### config.mk
export PLATFORM = sky130hd
export DESIGN_NAME = clz_arbiter_flat
export DESIGN_NICKNAME = d
export VERILOG_FILES = /design/src/rtl/clz_arbiter_pkg.sv /design/src/rtl/clz_arbiter_if.sv /design/src/rtl/clz_arbiter_clz.sv /design/src/rtl/clz_arbiter.sv /design/src/flat_wrapper.sv
export SDC_FILE = /design/constraint.sdc
export NUM_CORES = 1
export LEC_CHECK = 0
export ABC_AREA = 1
export BUFFER_PORTS_ARGS = -buffer_cell sky130_fd_sc_hd__buf_2
export CORE_MARGIN = 2
export CORE_UTILIZATION = 39
export DETAILED_ROUTE_END_ITERATION = 6
export PLACE_DENSITY = 0.89
export SYNTH_ARGS = -nofsm -noshare
export SYNTH_HDL_FRONTEND = slang
export SYNTH_SLANG_ARGS = --single-unit
### constraint.sdc
create_clock -name i_CLK -period 2.6 [get_ports i_CLK]
set_input_delay 0.13 -clock i_CLK [delete_from_list [all_inputs] [get_ports i_CLK]]
set_output_delay 0.13 -clock i_CLK [all_outputs]
set_load 0.1 [all_outputs]
### src/rtl/clz_arbiter_pkg.sv
// Shared constants and width helpers for the CLZ arbiter slice.
package clz_pkg;

    // Default operand width used when no override is supplied.
    localparam int CLZ_WIDTH = 32;

    // Width of a leading-zero count able to represent 0..width inclusive.
    function automatic int cnt_w(input int width);
        return $clog2(width) + 1;
    endfunction

    // Width of a requester index; never narrower than one bit.
    function automatic int id_w(input int n);
        return (n <= 2) ? 1 : $clog2(n);
    endfunction

endpackage

### src/rtl/clz_arbiter_if.sv
// Request/result bundle between requesters, the arbiter and the downstream consumer.
interface clz_arbiter_if #(
    parameter int NUM_REQ = 4,
    parameter int WIDTH   = clz_pkg::CLZ_WIDTH
);
    import clz_pkg::*;

    localparam int CW = cnt_w(WIDTH);
    localparam int IW = id_w(NUM_REQ);

    logic [NUM_REQ-1:0]       i_REQ_VALID;
    logic [NUM_REQ*WIDTH-1:0] i_REQ_WORD;
    logic [NUM_REQ-1:0]       o_REQ_READY;
    logic                     o_RES_VALID;
    logic [CW-1:0]            o_RES_COUNT;
    logic                     o_RES_ZERO;
    logic [IW-1:0]            o_RES_ID;
    logic                     i_RES_READY;

    // Arbiter side.
    modport slave (
        input  i_REQ_VALID,
        input  i_REQ_WORD,
        input  i_RES_READY,
        output o_REQ_READY,
        output o_RES_VALID,
        output o_RES_COUNT,
        output o_RES_ZERO,
        output o_RES_ID
    );

    // Requester / consumer side.
    modport master (
        output i_REQ_VALID,
        output i_REQ_WORD,
        output i_RES_READY,
        input  o_REQ_READY,
        input  o_RES_VALID,
        input  o_RES_COUNT,
        input  o_RES_ZERO,
        input  o_RES_ID
    );

endinterface

### src/rtl/clz_arbiter_clz.sv
// Combinational count-leading-zeros for one WIDTH-bit operand.
module count_leading_zeros
    import clz_pkg::*;
#(
    parameter int WIDTH = CLZ_WIDTH
) (
    input  logic [WIDTH-1:0]        i_word,
    output logic [cnt_w(WIDTH)-1:0] o_count,
    output logic                    o_zero
);

    localparam int CW = cnt_w(WIDTH);

    // Scan upward so the highest set bit is the last one to write the count.
    always_comb begin
        o_count = CW'(WIDTH);
        o_zero  = 1'b1;
        for (int i = 0; i < WIDTH; i++) begin
            if (i_word[i]) begin
                o_count = CW'(WIDTH - 1 - i);
                o_zero  = 1'b0;
            end
        end
    end

endmodule

### src/rtl/clz_arbiter.sv
// Round-robin arbiter sharing one CLZ datapath among NUM_REQ requesters,
// with a single registered, ID-tagged result stage honouring backpressure.
module clz_arbiter
    import clz_pkg::*;
#(
    parameter int NUM_REQ = 4,
    parameter int WIDTH   = CLZ_WIDTH
) (
    input  logic          i_CLK,
    input  logic          i_RST_N,
    clz_arbiter_if.slave  bus
);

    localparam int CW = cnt_w(WIDTH);
    localparam int IW = id_w(NUM_REQ);

    // Round-robin pointer: index of the requester with highest priority.
    logic [IW-1:0]          ptr_q, ptr_d;

    // Result register.
    logic                   res_valid_q, res_valid_d;
    logic [CW-1:0]          res_count_q, res_count_d;
    logic                   res_zero_q,  res_zero_d;
    logic [IW-1:0]          res_id_q,    res_id_d;

    // Arbitration signals.
    logic [2*NUM_REQ-1:0]   req_dbl;
    logic [2*NUM_REQ-1:0]   mask_dbl;
    logic [2*NUM_REQ-1:0]   cand_dbl;
    logic                   gnt_any;
    logic [IW-1:0]          gnt_idx;
    logic                   can_accept;
    logic [NUM_REQ-1:0]     req_ready;
    logic                   xfer;

    // Datapath signals.
    logic [WIDTH-1:0]       word_sel;
    logic [CW-1:0]          clz_count;
    logic                   clz_zero;

    // Double-width masked priority search: lower copy masked below the
    // pointer, upper copy unmasked, so the first hit wraps naturally.
    always_comb begin
        req_dbl  = {bus.i_REQ_VALID, bus.i_REQ_VALID};
        mask_dbl = '0;
        for (int i = 0; i < 2*NUM_REQ; i++) begin
            mask_dbl[i] = (i >= int'(ptr_q));
        end
        cand_dbl = req_dbl & mask_dbl;
        gnt_any  = 1'b0;
        gnt_idx  = '0;
        for (int i = 2*NUM_REQ-1; i >= 0; i--) begin
            if (cand_dbl[i]) begin
                gnt_any = 1'b1;
                gnt_idx = IW'((i >= NUM_REQ) ? (i - NUM_REQ) : i);
            end
        end
    end

    // The result slot is free when empty or being drained this cycle.
    assign can_accept = !res_valid_q || bus.i_RES_READY;

    // One-hot grant, suppressed while reset is asserted or the slot is busy.
    always_comb begin
        req_ready = '0;
        if (i_RST_N && can_accept && gnt_any) begin
            req_ready[gnt_idx] = 1'b1;
        end
    end

    assign xfer            = |(bus.i_REQ_VALID & req_ready);
    assign bus.o_REQ_READY = req_ready;

    // Route the granted operand into the shared CLZ.
    assign word_sel = bus.i_REQ_WORD[gnt_idx*WIDTH +: WIDTH];

    count_leading_zeros #(
        .WIDTH (WIDTH)
    ) u_clz (
        .i_word  (word_sel),
        .o_count (clz_count),
        .o_zero  (clz_zero)
    );

    // Advance the pointer past the requester that just transferred.
    always_comb begin
        ptr_d = ptr_q;
        if (xfer) begin
            ptr_d = (gnt_idx == IW'(NUM_REQ - 1)) ? '0 : gnt_idx + 1'b1;
        end
    end

    // Result register next state: load on transfer, drain on consume, else hold.
    always_comb begin
        res_valid_d = res_valid_q;
        res_count_d = res_count_q;
        res_zero_d  = res_zero_q;
        res_id_d    = res_id_q;
        if (xfer) begin
            res_valid_d = 1'b1;
            res_count_d = clz_count;
            res_zero_d  = clz_zero;
            res_id_d    = gnt_idx;
        end else if (bus.i_RES_READY) begin
            res_valid_d = 1'b0;
        end
    end

    // State registers; reset discards any held result and restarts at requester 0.
    always_ff @(posedge i_CLK or negedge i_RST_N) begin
        if (!i_RST_N) begin
            ptr_q       <= '0;
            res_valid_q <= 1'b0;
            res_count_q <= '0;
            res_zero_q  <= 1'b0;
            res_id_q    <= '0;
        end else begin
            ptr_q       <= ptr_d;
            res_valid_q <= res_valid_d;
            res_count_q <= res_count_d;
            res_zero_q  <= res_zero_d;
            res_id_q    <= res_id_d;
        end
    end

    assign bus.o_RES_VALID = res_valid_q;
    assign bus.o_RES_COUNT = res_count_q;
    assign bus.o_RES_ZERO  = res_zero_q;
    assign bus.o_RES_ID    = res_id_q;

endmodule

### src/flat_wrapper.sv
// flat-port wrapper written by rule: the top's interface ports become plain ports
module clz_arbiter_flat import clz_pkg::*;
#(
    parameter int NUM_REQ = 4,
    parameter int WIDTH   = CLZ_WIDTH
)
  (i_CLK, i_RST_N, bus_i_REQ_VALID, bus_i_REQ_WORD, bus_i_RES_READY, bus_o_REQ_READY, bus_o_RES_VALID, bus_o_RES_COUNT, bus_o_RES_ZERO, bus_o_RES_ID);
  clz_arbiter_if #(.NUM_REQ(NUM_REQ), .WIDTH(WIDTH)) bus_i ();
  input  logic i_CLK;
  input  logic i_RST_N;
  input wire logic [$bits(bus_i.i_REQ_VALID)-1:0] bus_i_REQ_VALID;
  input wire logic [$bits(bus_i.i_REQ_WORD)-1:0] bus_i_REQ_WORD;
  input wire logic [$bits(bus_i.i_RES_READY)-1:0] bus_i_RES_READY;
  output wire logic [$bits(bus_i.o_REQ_READY)-1:0] bus_o_REQ_READY;
  output wire logic [$bits(bus_i.o_RES_VALID)-1:0] bus_o_RES_VALID;
  output wire logic [$bits(bus_i.o_RES_COUNT)-1:0] bus_o_RES_COUNT;
  output wire logic [$bits(bus_i.o_RES_ZERO)-1:0] bus_o_RES_ZERO;
  output wire logic [$bits(bus_i.o_RES_ID)-1:0] bus_o_RES_ID;
  assign bus_i.i_REQ_VALID = bus_i_REQ_VALID;
  assign bus_i.i_REQ_WORD = bus_i_REQ_WORD;
  assign bus_i.i_RES_READY = bus_i_RES_READY;
  assign bus_o_REQ_READY = bus_i.o_REQ_READY;
  assign bus_o_RES_VALID = bus_i.o_RES_VALID;
  assign bus_o_RES_COUNT = bus_i.o_RES_COUNT;
  assign bus_o_RES_ZERO = bus_i.o_RES_ZERO;
  assign bus_o_RES_ID = bus_i.o_RES_ID;
  clz_arbiter #(.NUM_REQ(NUM_REQ), .WIDTH(WIDTH)) u_core (.i_CLK(i_CLK), .i_RST_N(i_RST_N), .bus(bus_i));
endmodule
**Word level (Yosys, flattened, before mapping)**

Cells that the tools add are included.

- Register bits: 12
- Input bits: 135
- Output and inout port bits: 14

- Add/sub/neg operators: 1
- Order comparisons: 5
- Eq/ne operators: 1
- Shift-type cells: 1
- Multiplexer cells: 86
- Bitwise gates (word level): 2
- Reduce and logical (&&, ||, !) cells: 7

Operator list:

| cell | count |
|---|---|
| 6-bit two-way mux | 32 |
| 128-bit by 8-bit indexed part select with 32-bit output | 1 |
| 1-bit two-way mux | 43 |
| 2-bit two-way mux | 9 |
| 8-bit AND | 1 |
| 4-bit AND | 1 |
| 1-bit by 2-bit greater-or-equal comparator with 1-bit output (first input constant) | 2 |
| 4-bit two-way mux | 1 |
| 4-bit OR reduction | 1 |
| 1-bit logical AND | 3 |
| 2-bit by 3-bit less-than comparator with 1-bit output (second input constant) | 1 |
| 2-bit by 1-bit adder with 2-bit output (second input constant) | 1 |
| 1-bit demux with 2-bit select | 1 |
| 2-bit equality test (second input constant) | 1 |
| 2-bit by 1-bit greater-or-equal comparator with 1-bit output (second input constant) | 1 |
| 2-bit greater-or-equal comparator (first input constant) | 1 |
| 2-bit nonzero test | 1 |
| 1-bit logical NOT | 1 |
| 1-bit logical OR | 1 |

**Longest topological paths before layout**

Gate-level depths: netlist of the first run.

- Word-level depth: 43
- Depth in mapped cells: 42
- Mapped depth without buffers: 41

**By module**

Synthesis of the first run repeated with hierarchy kept, for this count alone.

- Cells, all modules: 582
- Area total of the unflattened synthesis: 2,786.4 sq um

By module, submodules not included:

| module | instances | cells each | area an instance (sq um) |
|---|---|---|---|
| clz_arbiter | 1 | 471 | 2,329.7 |
| count_leading_zeros | 1 | 111 | 456.7 |

**Worst setup path after synthesis of the first run**

No wires, ideal clock.

- Path type: register -> register
- Start point: register u_core.ptr_q[0]
- End point: register u_core.res_zero_q, in the netlist u_core.bus.o_RES_ZERO
- Setup time: 0.104 ns
- Data arrival time: 4.055 ns
- Data required time: 2.496 ns
- Setup slack: -1.559 ns
- Cell stages (with the launch flop): 21
- Path buffers: 6
- Path through: dfrtp_1 nand2_1 nand2_1 nand2_1 nand2_2 nand2_4 buf_8 buf_8 buf_6 buf_2 buf_6 clkbuf_1 ha_1 inv_1 nor2_1 nand2_1 nand4_1 nand2_1 nor2_1 nand3_1 o41ai_2

- Elaborated cells between the ends (all ways): 52
- Those cells by class: order compare: 5; shift: 1; mux: 41; bitwise: 2; reduce/logical: 3

RTL lines:

| what | RTL line | source |
|---|---|---|
| from (decl) | clz_arbiter.sv:18 | `logic [IW-1:0] ptr_q, ptr_d;` |
| from (signal assigned) | clz_arbiter.sv:118 | `ptr_q <= ptr_d;` |
| 2-bit greater-or-equal comparator | clz_arbiter.sv:47 | `mask_dbl[i] = (i >= int'(ptr_q));` |
| 8-bit AND (*) | clz_arbiter.sv:49 | `cand_dbl = req_dbl & mask_dbl;` |
| 2-bit two-way mux (3 in a row) | clz_arbiter.sv:53 | `if (cand_dbl[i]) begin` |
| 2-bit by 3-bit less-than comparator with 1-bit output (implied by the code) / 2-bit by 1-bit greater-or-equal comparator with 1-bit output (equally long branches) | clz_arbiter.sv:67 | `req_ready[gnt_idx] = 1'b1;` |
| 1-bit logical AND (implied by the code) | clz_arbiter.sv:67 |  |
| 1-bit two-way mux (implied by the code) | clz_arbiter.sv:67 |  |
| 1-bit demux with 2-bit select | -- |  |
| 4-bit two-way mux (*) | clz_arbiter.sv:66 | `if (i_RST_N && can_accept && gnt_any) begin` |
| via bus_o_REQ_READY[0] | flat_wrapper.sv:14 | `output wire logic [$bits(bus_i.o_REQ_READY)-1:0] bus_o_REQ_READY;` |
| 4-bit AND (*) | clz_arbiter.sv:71 | `assign xfer = \|(bus.i_REQ_VALID & req_ready);` |
| 4-bit OR reduction (*) | clz_arbiter.sv:71 |  |
| to (signal assigned) | clz_arbiter.sv:121 | `res_zero_q <= res_zero_d;` |
| to (decl) | clz_arbiter.sv:23 | `logic res_zero_q, res_zero_d;` |

The timed path passes the listed nets; every way through them passes the cells marked *.
A chain may end at the register's enable or synchronous reset.

**Worst setup path in the final report of the first run**

- Start point: register u_core.ptr_q[1]
- End point: register u_core.res_count_q[0], in the netlist u_core.bus.o_RES_COUNT[0]

- Word-level cells in the longest chain between the ends: 38
- Elaborated cells between the ends (all ways): 52
- Those cells by class: order compare: 5; shift: 1; mux: 41; bitwise: 2; reduce/logical: 3

RTL lines:

| what | RTL line | source |
|---|---|---|
| 2-bit greater-or-equal comparator | clz_arbiter.sv:47 |  |
| 8-bit AND (*) | clz_arbiter.sv:49 |  |
| 2-bit two-way mux (3 in a row) | clz_arbiter.sv:53 |  |
| 128-bit by 8-bit indexed part select with 32-bit output | clz_arbiter.sv:75 | `assign word_sel = bus.i_REQ_WORD[gnt_idx*WIDTH +: WIDTH];` |
| 6-bit two-way mux (32 in a row) | clz_arbiter_clz.sv:19 | `if (i_word[i]) begin` |
| to (signal assigned) | clz_arbiter.sv:120 | `res_count_q <= res_count_d;` |
| to (decl) | clz_arbiter.sv:22 | `logic [CW-1:0] res_count_q, res_count_d;` |

Every way passes the cells marked *; elsewhere a longest branch is shown, timed or not.

==> results.json, run 1 <==
{
  "finClkSkew_ps": 5.55,
  "ir_worst_vdd_mv": 0.528,
  "register_area_sq_um": 275,
  "clock-sinks": 11,
  "fmax_mhz": 365,
  "areaGrowthSynthToFinish_pct": 59.6,
  "r2r_cells": 35,
  "first_pass_iters": 4,
  "hold_viol": 0,
  "post-route-period-util_pct": 105,
  "wl_per_cell_um": 11.1,
  "drtIter0Drc": 165,
  "path_class": "register to register",
  "leakagePower_uw": 0.00206,
  "synth_fp_nets": 552,
  "route.met3.wl_um": 467,
  "pwr-share-comb_pct": 87.3,
  "power_switching_uw": 1950,
  "port_buffers": 148,
  "worstSkewPairLatency_ps": 240,
  "clkPwrFrac_pct": 5.2,
  "path_clk_slew_ps": 60,
  "pre_cts_slack_ps": -158,
  "dp_hpwl_um": 5670,
  "r2r-start": "u_core.ptr_q[1]",
  "synthesis.area_sq_um": 2190,
  "vias_per_cell": 4.88,
  "cts_tree": "yes",
  "hp-class": "input port to register",
  "intPower_uw": 1500,
  "ant_nets": 0,
  "yosysSeqAreaShare_pct": 12.6,
  "grt_use_total_pct": 21.6,
  "critPathRequiredTime_ps": 2730,
  "p_total_uw": 3440,
  "die-height_um": 78.9,
  "post_route_cells_drive_above_1_share_pct": 39.3,
  "core_sq_um": 5470,
  "cts.root.buffer_cell": "clkbuf_8",
  "cts_max_level": 1,
  "worst-r2r-setup-slack_ps": -140,
  "r2r_end": "u_core.bus.o_RES_COUNT[0]",
  "wl_met1_um": 2950,
  "cts_buffer_depth": 2,
  "crit_path_end": "u_core.bus.o_RES_COUNT[0]",
  "period_minus_slack_ps": 2740,
  "slew_headroom_pct": 66.6,
  "endpoint_kind": "register",
  "grt_setup_unrepaired": "true",
  "routed-wl-met2_um": 3730,
  "rows": 27,
  "failed_checks": "setup timing",
  "min_from": "bus_i_RES_READY",
  "grt_pass1_vias": 2891,
  "die_x_um": 78.9,
  "max_cap_violations": 0,
  "start_util_pct": 40.0,
  "slew_violations": 0,
  "synth_seq_cells": 11,
  "top_layer_used": "met4",
  "finalSetupViolations": 1,
  "gp_congestion": 0.826,
  "seqPwrFrac_pct": 7.5,
  "grt_max_degree": 29,
  "io_pins": 149,
  "diodes": 0,
  "cpPeakStageDelay_ps": 390,
  "numCtsBuffers": 3,
  "via_count": 3191,
  "drc": 0,
  "cp_slowest_cell": "dfrtp_1",
  "overflow": 0,
  "die_area_sq_um": 6230,
  "power.density_nw_per_um2": 986,
  "drt-total-wl_um": 7240,
  "p_sw_share_pct": 56.5,
  "antenna_found_initial": 0,
  "multi_input_area_sq_um": 1700,
  "critPathLaunch": "u_core.ptr_q[1]",
  "crit_arrival_ps": 2870,
  "grt_pass1_wl_um": 11400,
  "tightest_slew_ps": 505,
  "fin_nets": 722,
  "ys_types": 32,
  "cp_common_cell": "nand2_1",
  "status": "finished, violations left",
  "fillers": 514,
  "worstPathMaxFanout": 13,
  "synthCells": 413,
  "setup_ws_ps": -138,
  "synth_warnings": 0,
  "worstSetupStartpointType": "register",
  "avgSynthCellArea_sq_um": 5.30
}
==> layout make-up <==
cell class	instances	area share, %
clock buffers	4	1.29
inverters	65	7.23
multi-input cells	317	48.5
flip-flops and latches	11	7.88
well taps	72	2.58
repair buffers	185	32.5
==> metal layers <==
| metal | global-route usage (%) | vias to the layer above |
|---|---|---|
| met1 | 24.6 | 1419 |
| met5 | 0 | - |
| met4 | 3.97 | 0 |
| li1 | - | 1643 |
| met2 | 42.8 | 114 |
| met3 | 2.84 | 15 |
==> through the flow <==
stage | hold WS [ps] | util, % | TNS (ps) | area (sq um) | instances
floorplan | -166 | - | -3100 | 2330 | 413
global placement | 16.6 | 58.5 | -74.4 | 3200 | 638
detailed placement | 26.4 | 58.5 | -175 | 3200 | 638
CTS | 73.4 | 61.0 | -142 | 3340 | 647
global route | 100 | 63.8 | -1380 | 3490 | 654
finish | 75.3 | 63.8 | -138 | 3490 | 654
==> power groups by stage <==
| stage | clock network [uW] | logic [uW] | registers [uW] |
|---|---|---|---|
| after floorplan | 0 | 1880 | 537 |
| after global placement | 0 | 2640 | 257 |
| after detailed placement | 0 | 2710 | 260 |
| after CTS | 180 | 2820 | 259 |
| after global routing | 188 | 3350 | 263 |
| final | 178 | 3010 | 259 |
==> state kept, by name, summed over array words and instances (netlist names) <==
name	cells
u_core.bus.o_RES_COUNT	5
u_core.bus.o_RES_ID	2
u_core.bus.o_RES_VALID	1
u_core.bus.o_RES_ZERO	1
u_core.ptr_q	2
==> worst min path at each step <==
stage               cells past startpoint  slack [ps]                        end
floorplan                               0        -170  u_core.bus.o_RES_COUNT[0]
global placement                        1          20     u_core.bus.o_RES_VALID
detailed placement                      1          30     u_core.bus.o_RES_VALID
CTS                                     2          70     u_core.bus.o_RES_VALID
global route                            2         100     u_core.bus.o_RES_VALID
finish                                  2          80     u_core.bus.o_RES_VALID
==> critical path, delay by kind of cell, from the launching register on <==
family                 cells  cell delay (ps)
AO/OA/AOI/OAI              1              200
buffers and inverters      5              460
flip-flops                 1              390
AND/OR/NAND/NOR           29             1580
==> synth_stat cells <==
cell type	n	area, sq um
inv_1	62	233
o32a_1	1	10.0
o21ai_0	11	55.1
nand2_4	1	11.3
nor2_4	1	11.3
clkbuf_1	3	11.3
a32o_1	2	20.0
a32oi_1	23	201
o21bai_2	1	11.3
buf_2	6	30.0
o31ai_1	1	7.51
dfrtp_1	11	275
nor2_2	1	6.26
o21ai_1	2	10.0
nor4_1	3	18.8
a21oi_1	4	20.0
buf_6	8	90.1
ha_1	4	50.1
a2bb2oi_1	2	17.5
o41ai_2	1	16.3
nor2_1	22	82.6
buf_4	2	15.0
inv_2	3	11.3
nand3_2	1	10.0
a22o_1	1	8.76
nand2_1	209	785
a2bb2oi_2	1	15.0
a31oi_1	1	6.26
nand4_1	1	6.26
nand2_2	2	12.5
nand3_1	20	100
buf_8	2	30.0
==> layout by cell type, fill, tap and decap left out, drive strengths merged <==
cell type / netlist / routed
buf: 18 / 184
a32oi: 23 / 23
o32a: 1 / 1
inv: 65 / 64
dlygate4sd3: 0 / 1
clkinvlp: 0 / 1
a32o: 2 / 2
o21bai: 1 / 1
clkbuf: 3 / 4
nand3: 21 / 21
nand2: 212 / 213
a21oi: 4 / 4
a22o: 1 / 1
nor2: 24 / 24
o21ai: 13 / 13
dfrtp: 11 / 11
o41ai: 1 / 1
nor4: 3 / 3
a31oi: 1 / 1
o31ai: 1 / 1
a2bb2oi: 3 / 3
ha: 4 / 4
nand4: 1 / 1
==> what timing repair did <==
item | CTS | global route
pin swaps | 7 | 7
endpoints found under the hold margin | 11 | 0
cloned | 0 | 1
hold buffers | 1 | 0
gates resized for setup | 14 | 16
setup endpoints to repair | 3 | 9
setup buffers | 4 | 6
==> cells by family (layout without fill, tap and decap cells) <==
group	Yosys count	in the layout	synth area share [%]
flops	11	11	12.6
buf+inv	86	254	19.2
fa+ha+maj	4	4	2.29
compound gates	51	51	18.2
simple gates	261	262	47.7
(Power assumes the default switching activity.)
==> run 2, diff against run 1 <==
--- a/config.mk
+++ b/config.mk
@@ -7,10 +7,11 @@
 export LEC_CHECK = 0
 export ABC_AREA = 1
 export BUFFER_PORTS_ARGS = -buffer_cell sky130_fd_sc_hd__buf_2
-export CORE_MARGIN = 2
 export CORE_UTILIZATION = 39
 export DETAILED_ROUTE_END_ITERATION = 6
 export PLACE_DENSITY = 0.89
+export SKIP_LAST_GASP = 1
+export SLEW_MARGIN = 30
 export SYNTH_ARGS = -nofsm -noshare
 export SYNTH_HDL_FRONTEND = slang
 export SYNTH_SLANG_ARGS = --single-unit
==> run 2 against run 1 <==
The run still ends with setup timing left. Worst setup slack lost 64 ps. Sequential power is essentially flat. Utilization grew 2.9 points. Critical path depth grew 5. First-iteration DRC count shrank 21%. Power grew 2.6%. Clock-buffer cell count is the same. Sequential cell count is the same. Non-clock buffer count grew 5. Global-route usage grew 2.6 points. Register-to-register slack lost 60 ps. Critical endpoint unchanged. Highest routed layer unchanged.
==> results.json, run 2 (synthesized netlist as in run 1, its figures left out) <==
{
  "cts_buffer_depth": 2,
  "final_cell_mix": "nand2_1 (204), buf_2 (146), inv_1 (56)",
  "finalSetupViolations": 2,
  "fmax_mhz": 357,
  "worstPathMaxFanout": 13,
  "antenna_found_initial": 0,
  "p_total_uw": 3530,
  "period_minus_slack_ps": 2800,
  "grt_use_total_pct": 24.2,
  "drc": 0,
  "status": "finished, violations left",
  "core_sq_um": 5270,
  "numCtsBuffers": 3,
  "overflow": 0,
  "grt_max_degree": 38,
  "largest_register_ffs": 5,
  "grt_pass1_wl_um": 12000,
  "cts_max_level": 1,
  "fin_nets": 728,
  "die_area_sq_um": 5910,
  "register_area_sq_um": 275,
  "hp-class": "input port to register",
  "first_pass_iters": 4,
  "tightest_slew_ps": 505,
  "dp_hpwl_um": 5610,
  "via_count": 3188,
  "final_cells": 658,
  "cpPeakStageDelay_ps": 390,
  "gp_congestion": 0.804,
  "crit_arrival_ps": 2930,
  "clock-sinks": 11,
  "path_class": "register to register",
  "slew_headroom_pct": 66.6,
  "critPathRequiredTime_ps": 2730,
  "port_buffers": 148,
  "drt-total-wl_um": 7370,
  "drtIter0Drc": 131,
  "die_x_um": 76.9,
  "layout_commonest_cell": "nand2_1",
  "endpoint_kind": "register",
  "ant_nets": 0,
  "worstSkewPairLatency_ps": 250,
  "worstSetupStartpointType": "register",
  "fin_setup_tns_ps": -292,
  "grt_setup_unrepaired": "true",
  "cp_slowest_cell": "dfrtp_1",
  "slew_violations": 0,
  "leakagePower_uw": 0.00208,
  "path_clk_slew_ps": 60,
  "post_route_cells_drive_above_1_share_pct": 40.1,
  "vias_per_cell": 4.84,
  "areaGrowthSynthToFinish_pct": 60.7,
  "cp_common_cell": "nand2_1",
  "grt_pass1_vias": 2997,
  "power.density_nw_per_um2": 1000,
  "utilization_pct": 66.7,
  "setup_ws_ps": -202,
  "rows": 26,
  "hold_viol": 0,
  "cts.root.buffer_cell": "clkbuf_8",
  "wl_per_cell_um": 11.2,
  "die-height_um": 76.9,
  "pre_cts_slack_ps": -123,
  "max_cap_violations": 0,
  "fillers": 475,
  "finClkSkew_ps": 8.11,
  "cts_tree": "yes",
  "diodes": 0,
  "failed_checks": "setup timing",
  "io_pins": 149,
  "multi_input_area_sq_um": 1720,
  "ir_worst_vdd_mv": 0.547,
  "start_util_pct": 41.5,
  "place_inst": 639,
  "post-route-period-util_pct": 108
}
==> run 2: metrics by stage <==
step / hold WS [ps] / area [sq um]
after floorplan: -166 / 2330
after global placement: 19.7 / 3220
after detailed placement: 24.0 / 3220
after CTS: 58.8 / 3480
after global routing: 76.8 / 3520
final: 76.4 / 3520
==> run 2: worst paths after layout <==
check	startpoint	endpoint	slack (ps)	cells after the start
min reg2reg	u_core.bus.o_RES_ID[1]	u_core.bus.o_RES_ID[1]	480	2
min	bus_i_RES_READY	u_core.bus.o_RES_VALID	80	2
max in group asynchronous	i_RST_N	u_core.bus.o_RES_ZERO	2080	2
max reg2reg	u_core.ptr_q[1]	u_core.bus.o_RES_COUNT[0]	-200	40
max	u_core.ptr_q[1]	u_core.bus.o_RES_COUNT[0]	-200	40
min in group asynchronous	i_RST_N	u_core.bus.o_RES_ID[1]	290	2
==> run 2: repair_timing <==
| action | in CTS | in global routing |
|---|---|---|
| endpoints found under the hold margin | 11 | 0 |
| endpoints found under the setup margin | 2 | 7 |
| gates resized for setup | 21 | 9 |
| cloned | 2 | 0 |
| pin swaps | 13 | 4 |
| buffers inserted | 11 | 1 |
| hold buffers | 1 | 0 |
==> run 2: layout make-up <==
| type | count | share of cell area, % |
|---|---|---|
| clock buffer | 4 | 1.28 |
| inverter | 65 | 7.15 |
| multi-input combinational | 318 | 49.0 |
| sequential | 11 | 7.83 |
| tap | 70 | 2.49 |
| timing repair buffer | 190 | 32.3 |
==> run 2: worst max-delay path, delay by kind of cell (launching register included) <==
| kind | cells | cell delay, ps |
|---|---|---|
| flip-flops | 1 | 390 |
| AND/OR/NAND/NOR | 39 | 2210 |
| buffers and inverters | 1 | 60 |
==> run 2: routing by layer <==
| layer | GRT usage [%] | up-vias | wire length, um | share of wire, % |
|---|---|---|---|---|
| met1 | 25.4 | 1393 | 2970 | 40 |
| li1 | - | 1664 | - | - |
| met3 | 3.21 | 12 | 458 | 6.2 |
| met4 | 6.15 | 0 | 119 | 1.6 |
| met5 | 0 | - | 0 | 0 |
| met2 | 49.2 | 119 | 3820 | 52 |
==> run 2: power breakdown <==
| part | internal [uW] | leakage (uW) | total (uW) | switching, uW |
|---|---|---|---|---|
| Clock | 108 | 0.0000228 | 182 | 73.6 |
| Sequential | 227 | 0.000144 | 258 | 31.2 |
| Combinational | 1200 | 0.00192 | 3090 | 1900 |
| Total | 1530 | 0.00208 | 3530 | 2000 |
